[src/rtl/mem_bus_arbiter.sv]
// Purpose : shares one CPU memory bus port between instruction fetch (I) and the
//           load/store unit (D), alternating under contention, with a bounded-wait
//           timeout that aborts hung bus transactions.
// Latency : a request seen in IDLE drives m_req from the next cycle. The ack is
//           combinational with m_ack, or raised on the timeout cycle.
// Backpr. : requesters hold req and fields until their ack; stall_f/stall_m
//           report the wait. One IDLE cycle always separates two grants.
//
// Ports:
//   clk, reset          clock, synchronous active-high reset
//   i_req/i_addr        fetch request (held until i_ack); i_ack/i_rdata completion
//   d_req/d_we/d_addr/  data request (held until d_ack); d_ack/d_rdata completion
//   d_wdata/d_be
//   m_req/m_we/m_addr/  external bus master side; m_ack/m_rdata from the bus
//   m_wdata/m_be
//   stall_f, stall_m    requester waiting (drops in the ack cycle)
//   bus_err             accompanies i_ack/d_ack when the transaction timed out
module mem_bus_arbiter #(
    parameter int AW      = 32,
    parameter int DW      = 32,
    parameter int TO_W    = 8,
    parameter int TIMEOUT = 255
) (
    input  logic            clk,
    input  logic            reset,
    input  logic            i_req,
    input  logic [AW-1:0]   i_addr,
    output logic            i_ack,
    output logic [DW-1:0]   i_rdata,
    input  logic            d_req,
    input  logic            d_we,
    input  logic [AW-1:0]   d_addr,
    input  logic [DW-1:0]   d_wdata,
    input  logic [DW/8-1:0] d_be,
    output logic            d_ack,
    output logic [DW-1:0]   d_rdata,
    output logic            m_req,
    output logic            m_we,
    output logic [AW-1:0]   m_addr,
    output logic [DW-1:0]   m_wdata,
    output logic [DW/8-1:0] m_be,
    input  logic            m_ack,
    input  logic [DW-1:0]   m_rdata,
    output logic            stall_f,
    output logic            stall_m,
    output logic            bus_err
);

    localparam logic [1:0] ST_IDLE  = 2'd0;
    localparam logic [1:0] ST_GNT_I = 2'd1;
    localparam logic [1:0] ST_GNT_D = 2'd2;

    localparam logic LAST_I = 1'b0;
    localparam logic LAST_D = 1'b1;

    // Counter value on the final permitted grant cycle (unused when TIMEOUT==0).
    localparam logic [TO_W-1:0] TO_LAST = TO_W'((TIMEOUT == 0) ? 0 : TIMEOUT - 1);

    logic [1:0]      state_q, state_d;
    logic            last_q, last_d;
    logic [TO_W-1:0] cnt_q, cnt_d;
    logic            we_q, we_d;
    logic [AW-1:0]   addr_q, addr_d;
    logic [DW-1:0]   wdata_q, wdata_d;
    logic [DW/8-1:0] be_q, be_d;

    logic granted;
    logic to_hit;
    logic done;

    assign granted = (state_q != ST_IDLE);
    // A real m_ack on the last permitted cycle beats the timeout.
    assign to_hit  = granted && (TIMEOUT != 0) && (cnt_q == TO_LAST) && !m_ack;
    assign done    = granted && (m_ack || to_hit);

    always_comb begin
        state_d = state_q;
        last_d  = last_q;
        cnt_d   = cnt_q;
        we_d    = we_q;
        addr_d  = addr_q;
        wdata_d = wdata_q;
        be_d    = be_q;
        case (state_q)
            ST_IDLE: begin
                // Under contention the side that did not go last wins.
                if (d_req && (!i_req || last_q == LAST_I)) begin
                    state_d = ST_GNT_D;
                    last_d  = LAST_D;
                    cnt_d   = '0;
                    we_d    = d_we;
                    addr_d  = d_addr;
                    wdata_d = d_wdata;
                    be_d    = d_be;
                end else if (i_req) begin
                    state_d = ST_GNT_I;
                    last_d  = LAST_I;
                    cnt_d   = '0;
                    we_d    = 1'b0;
                    addr_d  = i_addr;
                    wdata_d = '0;
                    be_d    = '1;
                end
            end
            ST_GNT_I, ST_GNT_D: begin
                if (done) begin
                    state_d = ST_IDLE;
                end else begin
                    cnt_d = cnt_q + 1'b1;
                end
            end
            default: state_d = ST_IDLE;
        endcase
    end

    always_ff @(posedge clk) begin
        if (reset) begin
            state_q <= ST_IDLE;
            last_q  <= LAST_I;
            cnt_q   <= '0;
            we_q    <= 1'b0;
            addr_q  <= '0;
            wdata_q <= '0;
            be_q    <= '0;
        end else begin
            state_q <= state_d;
            last_q  <= last_d;
            cnt_q   <= cnt_d;
            we_q    <= we_d;
            addr_q  <= addr_d;
            wdata_q <= wdata_d;
            be_q    <= be_d;
        end
    end

    // Bus fields come only from the latched copies so requester edits mid-grant
    // cannot reach the bus.
    assign m_req   = granted;
    assign m_we    = we_q;
    assign m_addr  = addr_q;
    assign m_wdata = wdata_q;
    assign m_be    = be_q;

    assign i_ack   = (state_q == ST_GNT_I) && done;
    assign d_ack   = (state_q == ST_GNT_D) && done;
    assign bus_err = to_hit;

    assign i_rdata = (i_ack && !to_hit) ? m_rdata : '0;
    assign d_rdata = (d_ack && !to_hit) ? m_rdata : '0;

    assign stall_f = i_req && !i_ack;
    assign stall_m = d_req && !d_ack;

endmodule

[config.mk]
export PLATFORM = sky130hd
export DESIGN_NAME = mem_bus_arbiter
export DESIGN_NICKNAME = d
export VERILOG_FILES = /design/src/rtl/mem_bus_arbiter.sv
export SDC_FILE = /design/constraint.sdc
export NUM_CORES = 1
export LEC_CHECK = 0
export ABC_AREA = 1
export BUFFER_PORTS_ARGS = -buffer_cell sky130_fd_sc_hd__buf_2
export CAP_MARGIN = 25
export CORE_AREA = 2 2 108 110
export CTS_BUF_LIST = sky130_fd_sc_hd__clkbuf_16
export DETAILED_ROUTE_END_ITERATION = 8
export DIE_AREA = 0 0 110 112
export MAX_ROUTING_LAYER = met4
export PLACE_DENSITY = 0.68
export SLEW_MARGIN = 25
export SYNTH_ARGS = -nofsm -noshare
export SYNTH_HDL_FRONTEND = slang
export SYNTH_SLANG_ARGS = --single-unit
[constraint.sdc]
create_clock -name clk -period 1.9 [get_ports clk]
set_input_delay 0.095 -clock clk [delete_from_list [all_inputs] [get_ports clk]]
set_output_delay 0.095 -clock clk [all_outputs]
set_load 0.01 [all_outputs]
# After elaboration in Yosys (flattened, before gate mapping)
# Index checks and enable logic that the tools add are counted.
[word_totals]
ff_bits = 80
out_inout_bits = 139
word_cells = 59
[classes]
add_sub_neg = 1
eq_ne = 6
n_mux = 19
n_bitwise = 1
reduce_logical = 25
[op_table]
columns = ["cell", "n"]
rows = [
  ["32-bit 2-to-1 mux", 6],
  ["8-bit 2-to-1 mux", 3],
  ["8-bit case mux with 2 select lines", 1],
  ["1-bit logical AND", 10],
  ["8-bit by 1-bit adder with 8-bit output, second input constant", 1],
  ["8-bit equality test, second input constant", 1],
  ["4-bit 2-to-1 mux", 2],
  ["2-bit 2-to-1 mux", 3],
  ["2-bit nonzero test", 3],
  ["1-bit zero test", 5],
  ["2-bit inequality test, second input constant", 2],
  ["2-bit case mux with 2 select lines", 1],
  ["2-bit AND reduction", 2],
  ["1-bit 2-to-1 mux", 3],
  ["3-bit inequality test, second input constant", 1],
  ["3-bit AND reduction", 1],
  ["2-bit by 1-bit equality test with 1-bit output, second input constant", 1],
  ["2-bit equality test, second input constant", 1],
  ["2-bit zero test", 1],
  ["1-bit logical OR", 2],
  ["2-bit OR reduction", 1],
  ["1-bit inverter", 1],
]

# Longest topological paths before layout
[depth]
depth_word = 8
mapped_depth = 12

# Worst setup path before layout
# No wires, ideal clock.
[synth_path]
path_kind = "register to register"
startpoint = "register state_q[0]"
endpoint = "register cnt_q[5]"
setup_ps = 64
t_arrival_ps = 1473
t_required_ps = 1836
slack_ps = 363
stages_incl_launch_ff = 10
path_cell_list = "dfxtp_1 -> inv_1 -> ha_1 -> inv_1 -> o21ai_2 -> a21boi_2 -> nand2_1 -> nand2_1 -> inv_1 -> nor2_1"
[synth_via]
elab_chain_cells = 7
elab_cells_between_ends = 14
classes_between = "eq/ne (4); mux (1); reduce/logical (9)"
[synth_rtl]
columns = ["item", "line_no", "source"]
rows = [
  ["start, declared", "59", "logic [1:0] state_q, state_d;"],
  ["start signal, assigned", "126", "state_q <= state_d;"],
  ["2-bit nonzero test", "71", "assign granted = (state_q != ST_IDLE);"],
  ["1-bit logical AND (2 in series)", "73", "assign to_hit = granted && (TIMEOUT != 0) && (cnt_q == TO_LAST) && !m_ack;"],
  ["1-bit logical OR", "74", "assign done = granted && (m_ack || to_hit);"],
  ["1-bit logical AND", "74", ""],
  ["2-bit inequality test (no source line)", "n/a", ""],
  ["3-bit AND reduction (no source line)", "n/a", ""],
  ["end signal, assigned", "128", "cnt_q <= cnt_d;"],
  ["end, declared", "61", "logic [TO_W-1:0] cnt_q, cnt_d;"],
]
# Several ways; a longest one is shown, not always the timed one.
# A chain may end at the register's enable or synchronous reset.

# Final worst setup path
[layout_path]
startpoint = "register state_q[1]"
endpoint = "output port d_rdata[0]"
[layout_via]
elab_chain_cells = 8
elab_cells_between_ends = 10
classes_between = "eq/ne (1); mux (1); reduce/logical (8)"
[layout_rtl]
columns = ["item", "line_no", "source"]
rows = [
  ["2-bit nonzero test", "71", ""],
  ["1-bit logical AND (2 in series)", "73", ""],
  ["1-bit logical OR", "74", ""],
  ["1-bit logical AND", "74", ""],
  ["1-bit logical AND", "145", "assign d_ack = (state_q == ST_GNT_D) && done;"],
  ["1-bit logical AND *", "149", "assign d_rdata = (d_ack && !to_hit) ? m_rdata : '0;"],
  ["32-bit 2-to-1 mux *", "149", ""],
  ["end, declared", "36", "output logic [DW-1:0] d_rdata,"],
]
# Every way passes the cells marked *; elsewhere a longest branch is shown, timed or not.

==> impl_metrics.tcl <==
set metrics [dict create \
    top_fanout_value_on_the_critical_path 32 \
    outcome "finished clean" \
    cell_area_after_synthesis_mm2 0.00366 \
    timing.final.max_slew_violations 0 \
    clock_sink_count 80 \
    synth-seq-area-share_pct 43.7 \
    worst_r2r_dst "m_addr[9]" \
    grt_max_degree 41 \
    hold_start "d_wdata[1]" \
    fmax_mhz 554 \
    layout-drive-gt1-share_pct 39.0 \
    yosys-mux-area-fraction_pct 0 \
    peak_supply_drop_uv 576 \
    ys_dominant_reg_cell "sky130_fd_sc_hd__dfxtp_1" \
    synth_simple_gate_area_share_pct 26.8 \
    place_inst 945 \
    synth_most_common_cell "sky130_fd_sc_hd__nand2_1" \
    gp_routability_congestion 0.798 \
    synth_fa_ha_area_share_pct 1.71 \
    core_area_mm2 0.0112 \
    finish.utilization_pct 52.8 \
    ant_nets 0 \
    layoutNonFillerInstCount 997 \
    critical_path.top_delay_family "buffers and inverters" \
    post-route-drc-count 0 \
    synth-seq-cells 80 \
    reg2reg_setup_slack_ns 0.10 \
    tritoncts.num_buffers 9 \
    post-synth-top-area-fraction_pct 43.7 \
    total_leakage_power_nw 3.22 \
    timing.hold.ws_ns 0.00831 \
    yosys.cell_types.count 21 \
    synthesized_netlist_net_count 691 \
    report.final.setup_viol 0 \
    biggest_area_contributors_in_the_synthesized_netlist "sky130_fd_sc_hd__dfxtp_1 (44%), sky130_fd_sc_hd__nand2_1 (17%), sky130_fd_sc_hd__nor2_1 (8.2%), sky130_fd_sc_hd__a21oi_1 (5.6%), sky130_fd_sc_hd__a31oi_1 (5.5%)" \
    synth-compound-area-share_pct 18.2 \
    multi_input_logic_area_mm2 0.00175 \
    hold_class "in -> reg" \
    clk_path_buf_depth 2 \
    critical_path_buf_inv_count 5 \
    die_w_um 110 \
    timing_worst_slew_pin_value_ns 0.414 \
    synthesis.instances 548 \
    vias 4611 \
    grt_pass1_wl_um 20300 \
    clock_skew_ns 0.00489 \
    endpoint_kind "output pin" \
    cts_tree "done" \
    total_wire_length_um 13400 \
    xor_and_xnor_area_share_after_synthesis_pct 0.239 \
    buffer_ports.inserted 276 \
    detail_route.vias_per_cell 4.62 \
    route.detailed.wl_per_inst_um 13.5 \
    worst_ep_arrival_time_ns 1.71 \
    kind_of_launch_point_of_the_worst_setup_path "register" \
    grt_pass1_vias 4271 \
    first_pass_iters 4 \
    yosysWarningCount 0 \
    std_cell_rows 39 \
    critical_path_required_ns 1.80 \
    insertedDiodeCount 0 \
    drt-initial-drc-count 250 \
    min_period_ns 1.81 \
    final-seq-area_mm2 0.00161 \
    antenna_violations_before_repair 0 \
    grtUsageTotal_pct 21.8 \
    post-route-period-util_pct 95.1 \
    synth_top_cells_by_count "sky130_fd_sc_hd__nand2_1 (167), sky130_fd_sc_hd__dfxtp_1 (80), sky130_fd_sc_hd__nor2_1 (80)" \
    fp.dieArea_mm2 0.0123 \
    area.growth.synth_to_final_pct 61.1 \
    list_of_cells_traversed_by_the_critical_path "inv_2 > ha_4 > inv_4 > buf_4 > nand3_1 > buf_4 > nor2_1 > buf_2" \
    clk_latency_ns 0.34 \
    synth_async_sr_flop_share_pct 0 \
    htree_num_levels 3 \
    number_of_enable_flip_flop_cells_after_synthesis 0 \
    filler_cell_count 1086 \
    relSlewSlack_pct 72.4 \
    hold_path_depth 3 \
    overflow 0 \
    slowest_stage "sky130_fd_sc_hd__dfxtp_2" \
    synthesis.area_per_instance_um2 6.68 \
    clock_pin_slew_on_the_worst_setup_and_hold_paths_ns 0.06 \
    drv_cap 0 \
    dp.final_hpwl_um 9760 \
    ff2ff_path_depth 7 \
    worstHoldEndpoint "m_wdata[1]" \
    max_stage_delay_ns 0.33 \
    timing.critical_path.mode_cell "sky130_fd_sc_hd__buf_4" \
    r2r_start "state_q[0]" \
    die_h_um 112 \
    total_number_of_nets_in_the_final_design 992 \
    initial_utilization_pct 32.8 \
    root_buffer "sky130_fd_sc_hd__clkbuf_16" \
    power_per_cell_area_mw_per_mm2 927 \
    top_level_ports 277 \
    unrepaired_setup_endpoints_after_global_routing "yes" \
    yosysTopAreaCell "sky130_fd_sc_hd__dfxtp_1" \
    synth_top_family_by_area "simple AND/OR/NAND/NOR gates" \
    hold_violations 0 \
    criticalPathCategory "reg -> out" \
]
stage by stage:
step                power (mW)  TNS, ns  cell area (um^2)  setup slack (ns)
detailed placement        3.71        0              5210             0.188
CTS                       5.44        0              5810           0.00788
global route              5.80  -0.0446              5900           -0.0320
floorplan                 3.01        0              3660             0.363
finish                    5.47        0              5900            0.0935
global placement          3.70        0              5210             0.251
registers in the layout (all words and copies together), names as in the netlist:
signal / flops
m_be: 4
cnt_q: 8
last_q: 1
m_addr: 32
m_we: 1
m_wdata: 32
state_q: 2
timing repair:
item                                    4_1_cts  5_1_grt
gates resized for setup                       3       19
endpoints found under the setup margin        5       41
buffers inserted                              2        5
endpoints found under the hold margin        28        0
hold buffers                                 29        0
pin swaps                                     0        4
how the worst max path moves through the flow:
stage | slack (ns) | startpoint | to | depth (start not counted)
floorplan | 0.36 | state_q[0] | cnt_q[5] | 9
global placement | 0.25 | state_q[0] | stall_f | 13
detailed placement | 0.19 | state_q[0] | stall_f | 13
CTS | 0.008 | state_q[1] | stall_f | 13
global route | -0.03 | state_q[1] | stall_f | 13
finish | 0.09 | state_q[1] | d_rdata[0] | 8
layout make-up:
class	instances	area share, %
Timing Repair Buffer	324	31.8
Multi-Input combinational cell	380	29.6
Sequential cell	80	27.2
Clock buffer	9	3.82
Inverter	54	3.56
Tap cell	143	3.03
Clock inverter	7	0.933
placed cells by master, fill, tap and decap left out, types with 2 or more instances in the layout:
| cell type | synthesis | routed |
|---|---|---|
| sky130_fd_sc_hd__dfxtp_2 | 0 | 3 |
| sky130_fd_sc_hd__buf_4 | 0 | 13 |
| sky130_fd_sc_hd__o21ai_1 | 2 | 2 |
| sky130_fd_sc_hd__inv_2 | 2 | 2 |
| sky130_fd_sc_hd__inv_4 | 0 | 3 |
| sky130_fd_sc_hd__buf_12 | 0 | 3 |
| sky130_fd_sc_hd__dfxtp_1 | 80 | 77 |
| sky130_fd_sc_hd__buf_6 | 0 | 5 |
| sky130_fd_sc_hd__dlygate4sd3_1 | 0 | 29 |
| sky130_fd_sc_hd__o21ai_2 | 2 | 2 |
| sky130_fd_sc_hd__o221a_2 | 4 | 4 |
| sky130_fd_sc_hd__clkinvlp_4 | 0 | 3 |
| sky130_fd_sc_hd__buf_2 | 8 | 274 |
| sky130_fd_sc_hd__nand3_1 | 6 | 6 |
| sky130_fd_sc_hd__a21oi_1 | 41 | 41 |
| sky130_fd_sc_hd__inv_1 | 52 | 49 |
| sky130_fd_sc_hd__nor2_1 | 80 | 80 |
| sky130_fd_sc_hd__ha_1 | 5 | 4 |
| sky130_fd_sc_hd__clkbuf_16 | 0 | 9 |
| sky130_fd_sc_hd__nand2_1 | 167 | 163 |
| sky130_fd_sc_hd__nand2_2 | 2 | 5 |
| sky130_fd_sc_hd__o21ai_0 | 34 | 34 |
| sky130_fd_sc_hd__a31oi_1 | 32 | 32 |
cell families (layout without fill, tap and decap cells):
group	Yosys count	after routing
XOR/XNOR	1	1
buffers and inverters	88	394
AO/OA/AOI/OAI	117	117
AND/OR/NAND/NOR	257	257
flip-flops	80	80
adder cells (fa/ha/maj)	5	5
routing by layer:
layer,global-route usage (%),routed length (um),vias up
li1,-,-,2337
met5,-,0,-
met4,8.78,380,0
met2,38.2,6740,226
met1,23.3,5270,2016
met3,4.80,1050,32
worst min-delay path, cell delays in order:
cell                      delay, ns
sky130_fd_sc_hd__buf_2         0.10
sky130_fd_sc_hd__nand2_1       0.05
sky130_fd_sc_hd__a21oi_1       0.05
report_power, final:
group / switching, mW / internal, mW / total (mW)
combinational: 1.02 / 0.741 / 1.76
clock: 0.727 / 0.895 / 1.62
sequential: 0.135 / 1.95 / 2.08
total: 1.89 / 3.58 / 5.47
Power figures use the tool's default switching activity.
